**config.mk**
```make
export PLATFORM = sky130hd
export DESIGN_NAME = id_buf
export DESIGN_NICKNAME = d
export VERILOG_FILES = /design/src/rtl/id_buf.sv
export SDC_FILE = /design/constraint.sdc
export NUM_CORES = 1
export LEC_CHECK = 0
export ABC_AREA = 1
export CORE_UTILIZATION = 32
export DETAILED_ROUTE_END_ITERATION = 7
export PLACE_DENSITY = 0.78
export SLEW_MARGIN = 10
export SYNTH_ARGS = -nofsm -noshare
export SYNTH_HDL_FRONTEND = slang
export SYNTH_SLANG_ARGS = --single-unit
```
**constraint.sdc**
```tcl
create_clock -name clk -period 0.8 [get_ports clk]
set_input_delay 0.12 -clock clk [delete_from_list [all_inputs] [get_ports clk]]
set_output_delay 0.12 -clock clk [all_outputs]
set_load 0.03 [all_outputs]
```
**src/rtl/id_buf.sv**
```systemverilog
// IF/ID pipeline buffer: captures fetched instruction + incremented PC, splits decode fields.
// Latency: 1 clock from inputs to every output; async active-low reset clears all outputs.
// Backpressure: none by default; with ID_BUF_STALL_EN defined, in_stall holds all registers (flush still wins).
module id_buf (
  input  logic        clk,
  input  logic        rst_n,
  input  logic [15:0] in_instr,
  input  logic        in_haz,
  input  logic [5:0]  in_adder1,
`ifdef ID_BUF_STALL_EN
  input  logic        in_stall,
`endif
  output logic [15:0] out_haz,
  output logic [15:0] out_cntrl_logic,
  output logic        out_rst,
  output logic [5:0]  out_adder2,
  output logic [3:0]  out_op1_addr,
  output logic [3:0]  out_op2_addr,
  output logic [3:0]  out_imm_se2
);

  logic [15:0] r_instr;
  logic [5:0]  r_adder;
  logic        r_rst;
  logic        w_hold;

  // Hold only when stalled and no flush is requested; flush always takes priority.
`ifdef ID_BUF_STALL_EN
  assign w_hold = in_stall & ~in_haz;
`else
  assign w_hold = 1'b0;
`endif

  // Pipeline register: reset clears, flush inserts a bubble, otherwise capture unless held.
  always_ff @(posedge clk or negedge rst_n) begin
    if (!rst_n) begin
      r_instr <= 16'd0;
      r_adder <= 6'd0;
      r_rst   <= 1'b0;
    end else if (in_haz) begin
      r_instr <= 16'd0;
      r_adder <= 6'd0;
      r_rst   <= 1'b1;
    end else if (!w_hold) begin
      r_instr <= in_instr;
      r_adder <= in_adder1;
      r_rst   <= 1'b0;
    end
  end

  // Decode fields are straight slices of the registered word; opcode travels via out_cntrl_logic.
  assign out_haz         = r_instr;
  assign out_cntrl_logic = r_instr;
  assign out_op1_addr    = r_instr[11:8];
  assign out_op2_addr    = r_instr[7:4];
  assign out_imm_se2     = r_instr[3:0];
  assign out_adder2      = r_adder;
  assign out_rst         = r_rst;

endmodule

```
==> impl_summary.txt, run 1 <==
----------------------------------------------------
[Clock network]
  Post-CTS Hold Fix Bufs ... 0
  Maximum buffer depth of the clock tree ... 2
  Number of buffers created by CTS ... 3
  Number of H-tree branching levels ... 1
  Clock tree from TritonCTS ... built
  Clock tree root driver cell ... sky130_fd_sc_hd__clkbuf_4
  Sink Count ... 23
  Clock slew at reported path FFs ... 0.12 ns

[Placement]
  Placer Congestion ... 0.625
  Placed cell areas ... 0.00146 mm2
  Worst setup slack before clock tree synthesis ... -0.179 ns
  IO Port Bufs ... 75
  Dpl hpwl ... 1430 um

[Finish]
  Final cell utilization of the core ... 0.571
  Layout Cell Area excl Fill ... 0.00162 mm2
  Nets ... 174
  Area taken by flip-flops and latches ... 596 um2
  Diodes inserted ... 0
  Number of fillers in the final layout ... 245
  Multi-input combinational cell area ... 82.6 um2
  Fraction of final layout cells with drive strength greater than 1 ... 0.486
  Layout overhead on the synthesized area ... 66.1%

[Global route]
  Met2 track demand over resource ... 0.245
  Total GRT Usage ... 0.118
  Global-route met1 utilization ... 0.105
  Total congestion overflow after global routing ... 0
  Number of global-route vias before repair ... 691
  Maximum number of pins on one net before global-route repair ... 24
  Global-route wire length before repair ... 2900 um
  Met3 Track Usage GR ... 0.0181
  Initial antenna violation count ... 0
  Layer carrying the most global-route usage ... met2

[Floorplan]
  Placeable Area ... 0.00283 mm2
  Row Count ... 19
  Initial Utilization ... 0.344
  IO Pins ... 76
  Width of the die ... 57.2 um
  Y dimension of the die ... 57.2 um
  Die Footprint ... 0.00327 mm2

[Synth]
  Proportion of synthesized chip area in sequential cells ... 0.591
  Number of synthesis warnings ... 0
  Cell area after synthesis ... 973 um2
  Fraction of synthesis flops using an asynchronous set or reset pin ... 1.00
  Ranking of synthesized cells by instance count ... 28 x sky130_fd_sc_hd__buf_4, 23 x sky130_fd_sc_hd__dfrtp_1, 22 x sky130_fd_sc_hd__inv_1, 22 x sky130_fd_sc_hd__nor2_1, 2 x sky130_fd_sc_hd__buf_6
  Most common cell in the synthesized netlist ... sky130_fd_sc_hd__buf_4
  Synth top area cells ... sky130_fd_sc_hd__dfrtp_1 59%, sky130_fd_sc_hd__buf_4 22%, sky130_fd_sc_hd__inv_1 8.5%, sky130_fd_sc_hd__nor2_1 8.5%, sky130_fd_sc_hd__buf_6 2.3%
  Count of flip-flops with a built-in enable after synthesis ... 0
  Library cells used by synthesis ... 5
  Portion of synthesized cell area occupied by the leading cell type ... 0.591
  Gate count of the mapped netlist ... 97
  Synthesized netlist net count ... 122
  Register bit total from synthesis ... 23
  Avg Inst Size Synth ... 10.0 um2
  Main synth FF type ... sky130_fd_sc_hd__dfrtp_1
  Library cell occupying the most area in the post-synthesis netlist ... sky130_fd_sc_hd__dfrtp_1

[Detailed routing]
  Wire length per cell ... 10.6 um
  Vias per inst ... 4.02
  Number of nets with antenna violations after detailed routing ... 0
  Number of iterations in the first detailed-routing pass ... 7
  Total via count after detailed routing ... 719
  DRC marker count from the first detailed-route iteration ... 31
  Wirelength, routed ... 1910 um
  Total DRC errors in the routed layout ... 10

[Power and ir drop]
  PD cells ... 1570 mW/mm2
  Worst VDD drop ... 0.522 mV
  Static Leakage ... 0.857 nW

[Critical path]
  Cell with the biggest individual delay on the critical path ... sky130_fd_sc_hd__dfrtp_2
  Data arrival time of the critical path ... 0.90 ns
  Number of buffer and inverter instances along the worst setup path ... 1
  Worst Path Required ... 0.68 ns
  Type of the worst setup path ... reg2out
  Endpoint class of the critical path ... output pin
  Worst-path cell chain ... buf_4
  CP Max Fanout ... 3
  CP max stage delay ... 0.44 ns
  Startpoint type of the worst setup path ... flip-flop
  Crit path max-delay family ... flip-flops

[Hold path]
  Hold Path Class ... in2async

[Timing]
  Total negative setup slack ... -9.94 ns
  Hold Violations, Final ... 0
  Unrepaired setup endpoints after global routing ... true
  Worst slew margin relative to its limit ... 0.920
  Number of max-slew violations in the final report ... 0
  Time the worst path needs with I/O delays and setup ... 1.02 ns
  Slew at the pin closest to its max-slew limit ... 0.120 ns
  Worst-case setup margin in the final layout ... -0.223 ns
  Highest Clock Rate ... 978 MHz
  Number of failing setup endpoints in the final timing report ... 51
  Final worst-path cycle share ... 1.28
  Worst Hold Margin ... 0.157 ns

[Run status]
  Violations in the final reports ... design-rule violations, negative setup slack
  Outcome ... complete, but fails checks

[Run]
  Number of max-capacitance violations reported ... 0

----------------------------------------------------
cell usage in the layout, fill, tap and decap left out:
cell type                         Yosys  routed
sky130_fd_sc_hd__buf_12               0       2
sky130_fd_sc_hd__buf_4               28      17
sky130_fd_sc_hd__buf_6                2      34
sky130_fd_sc_hd__clkbuf_1             0       1
sky130_fd_sc_hd__clkbuf_4             0       3
sky130_fd_sc_hd__clkdlybuf4s50_1      0      24
sky130_fd_sc_hd__dfrtp_1             23       7
sky130_fd_sc_hd__dfrtp_2              0      16
sky130_fd_sc_hd__inv_1               22      22
sky130_fd_sc_hd__nor2_1              22      22
state kept, by name, summed over array words and instances (netlist names):
register         flops
out_adder2           6
out_cntrl_logic     16
out_rst              1
through the flow:
| stage | power [mW] | cells |
|---|---|---|
| 6_report | 2.54 | 179 |
| 3_5_place_dp | 2.00 | 175 |
| 5_1_grt | 2.65 | 179 |
| 3_3_place_gp | 1.99 | 175 |
| 4_1_cts | 2.55 | 179 |
| 2_1_floorplan | 1.73 | 97 |
kinds of logic (layout without fill, tap and decap cells):
kind of cell | Yosys count | after routing | share of synthesized area
flops | 23 | 23 | 0.591
buf+inv | 52 | 103 | 0.324
simple gates | 22 | 22 | 0.0848
final cells by class:
class / count / share of cell area
sequential: 23 / 0.368
timing repair buffer: 77 / 0.489
clock buffer: 4 / 0.0163
inverter: 22 / 0.0511
tap: 31 / 0.0240
multi-input combinational: 22 / 0.0511
what timing repair did:
action | CTS | global route
gates resized for setup | 28 | 6
buffers inserted | 0 | 0
pin swaps | 0 | 0
endpoints found under the setup margin | 51 | 51
report_power, final:
part	switching (mW)	leakage (nW)	internal (mW)
registers	0.0519	0.274	1.23
logic	0.404	0.568	0.359
clock network	0.303	0.0150	0.194
layer usage:
metal	up-vias	part of all wire
li1	342	-
met1	327	0.31
met2	48	0.56
met3	2	0.11
met4	0	0.014
met5	-	0
path summary, 6_finish.rpt:
check,start,endpoint,slack (ns),depth (start not counted)
max,out_cntrl_logic[6]$_DFF_PN0_,out_op2_addr[2],-0.22,1
min,rst_n,out_rst$_DFF_PN0_,0.16,2
max in group asynchronous,rst_n,out_cntrl_logic[5]$_DFF_PN0_,0.49,2
min in group clk,in_instr[14],out_cntrl_logic[14]$_DFF_PN0_,0.32,3
(Power assumes the default switching activity.)
==> run 2: changes to the inputs <==
--- a/config.mk
+++ b/config.mk
@@ -8,6 +8,7 @@
 export ABC_AREA = 1
 export CORE_UTILIZATION = 32
 export DETAILED_ROUTE_END_ITERATION = 7
+export MAX_ROUTING_LAYER = met4
 export PLACE_DENSITY = 0.78
 export SLEW_MARGIN = 10
 export SYNTH_ARGS = -nofsm -noshare
==> results of run 2 <==
Same layout as run 1: the final DEF is identical, and so are final timing and power.
Main changes from that run: final weighted congestion in routability-driven placement 0.625 -> 0.629; overall routing resource usage 0.118 -> 0.122
==> run 3: changes to the inputs <==
==> constraint.sdc (replaced) <==
create_clock -name clk -period 1 [get_ports clk]
set_input_delay 0.15 -clock clk [delete_from_list [all_inputs] [get_ports clk]]
set_output_delay 0.15 -clock clk [all_outputs]
set_load 0.03 [all_outputs]
==> impl_summary.txt, run 3 (same netlist as run 1, synthesis figures left out) <==
----------------------------------------------------
[Power and ir drop]
  Static Leakage ... 0.876 nW
  PD cells ... 1280 mW/mm2
  Tot Pwr ... 2.04 mW
  Worst VDD drop ... 0.438 mV

[Critical path]
  Number of cells on the critical path ... 1
  CP Max Fanout ... 3
  Number of buffer and inverter instances along the worst setup path ... 1
  Cell with the biggest individual delay on the critical path ... sky130_fd_sc_hd__dfrtp_1
  Worst setup path start ... out_cntrl_logic[0]$_DFF_PN0_
  Type of the worst setup path ... reg2out
  Worst-path cell chain ... buf_4
  CP max stage delay ... 0.44 ns
  Crit path max-delay family ... flip-flops
  Startpoint type of the worst setup path ... flip-flop
  CP endpoint ... out_cntrl_logic[0]
  Endpoint class of the critical path ... output pin
  Worst Path Required ... 0.85 ns
  Data arrival time of the critical path ... 0.92 ns

[Timing]
  Number of failing setup endpoints in the final timing report ... 44
  Time the worst path needs with I/O delays and setup ... 1.07 ns
  Worst slew margin relative to its limit ... 0.896
  Worst-case setup margin in the final layout ... -0.0734 ns
  Unrepaired setup endpoints after global routing ... true
  Final worst-path cycle share ... 1.07
  Slew at the pin closest to its max-slew limit ... 0.156 ns
  Highest Clock Rate ... 932 MHz
  Worst Hold Margin ... 0.192 ns
  Hold Violations, Final ... 0
  Number of max-slew violations in the final report ... 0

[Finish]
  Fraction of final layout cells with drive strength greater than 1 ... 0.378
  Most common cell after layout, fill and taps aside ... sky130_fd_sc_hd__buf_6
  Diodes inserted ... 0
  Layout overhead on the synthesized area ... 63.2%
  Flip-flop count of the largest register, all copies and words added ... 16
  Highest-count cells in the layout ignoring fill and taps ... 32 x sky130_fd_sc_hd__buf_6, 24 x sky130_fd_sc_hd__clkdlybuf4s50_1, 23 x sky130_fd_sc_hd__dfrtp_1
  Final cell utilization of the core ... 0.562
  Nets ... 174

[Global route]
  Global-route wire length before repair ... 2890 um
  Total congestion overflow after global routing ... 0
  Maximum number of pins on one net before global-route repair ... 24
  Initial antenna violation count ... 0
  Number of global-route vias before repair ... 673
  Total GRT Usage ... 0.125

[Floorplan]
  IO Pins ... 76
  Initial Utilization ... 0.344
  Y dimension of the die ... 57.2 um
  Width of the die ... 57.2 um
  Row Count ... 19
  Die Footprint ... 0.00327 mm2
  Placeable Area ... 0.00283 mm2

[Clock network]
  Maximum buffer depth of the clock tree ... 2
  Number of gates given a new drive strength after cts ... 21
  Clock tree from TritonCTS ... built
  Total setup buffers inserted after CTS ... 0
  Number of buffers created by CTS ... 3
  Number of H-tree branching levels ... 1
  Sink Count ... 23
  Clock tree root driver cell ... sky130_fd_sc_hd__clkbuf_4
  Post-CTS Hold Fix Bufs ... 0
  Clock slew at reported path FFs ... 0.12 ns

[Detailed routing]
  Number of iterations in the first detailed-routing pass ... 6
  Vias per inst ... 3.96
  Total DRC errors in the routed layout ... 10
  DRC marker count from the first detailed-route iteration ... 31
  Wirelength, routed ... 2010 um
  Number of nets with antenna violations after detailed routing ... 0
  Wire length per cell ... 11.2 um
  Total via count after detailed routing ... 708

[Run status]
  Outcome ... complete, but fails checks
  Violations in the final reports ... design-rule violations, negative setup slack

[Placement]
  IO Port Bufs ... 75
  Placer Congestion ... 0.642
  Worst setup slack before clock tree synthesis ... -0.0111 ns
  Dpl hpwl ... 1430 um

[Run]
  Number of max-capacitance violations reported ... 0

[Hold path]
  Hold Path Class ... in2async

----------------------------------------------------
## run 3: worst min-delay path by stage
| stage | slack [ns] | endpoint |
|---|---|---|
| floorplan | -0.15 | out_adder2[0]$_DFF_PN0_ |
| global placement | 0.51 | out_cntrl_logic[5]$_DFF_PN0_ |
| detailed placement | 0.54 | out_adder2[4]$_DFF_PN0_ |
| CTS | 0.19 | out_adder2[4]$_DFF_PN0_ |
| global route | 0.19 | out_cntrl_logic[15]$_DFF_PN0_ |
| finish | 0.19 | out_adder2[4]$_DFF_PN0_ |
## run 3: report_power, final
part	internal [mW]	switching [mW]
combinational	0.283	0.325
clock	0.155	0.260
sequential	0.977	0.0409
## run 3: final cells by class
| class | count | area (um2) |
|---|---|---|
| multi-input combinational | 22 | 82.6 |
| timing repair buffer | 77 | 783 |
| inverter | 22 | 82.6 |
| tap | 31 | 38.8 |
| fill | 243 | 1240 |
| clock buffer | 4 | 26.3 |
| sequential | 23 | 576 |
## run 3: metal layers
layer | vias to the layer above | global-route usage | part of all wire
met5 | - | - | 0
met4 | 0 | 0.0836 | 0.013
met3 | 2 | 0.0181 | 0.10
met2 | 48 | 0.239 | 0.55
met1 | 315 | 0.112 | 0.33
li1 | 343 | - | -
## run 3: per-stage QoR
step                cell area, um2  instances  TNS (ns)
global placement              1440        175         0
detailed placement            1440        175   -0.0187
CTS                           1550        179     -2.19
global route                  1590        179     -3.37
floorplan                      973         97         0
finish                        1590        179     -1.83
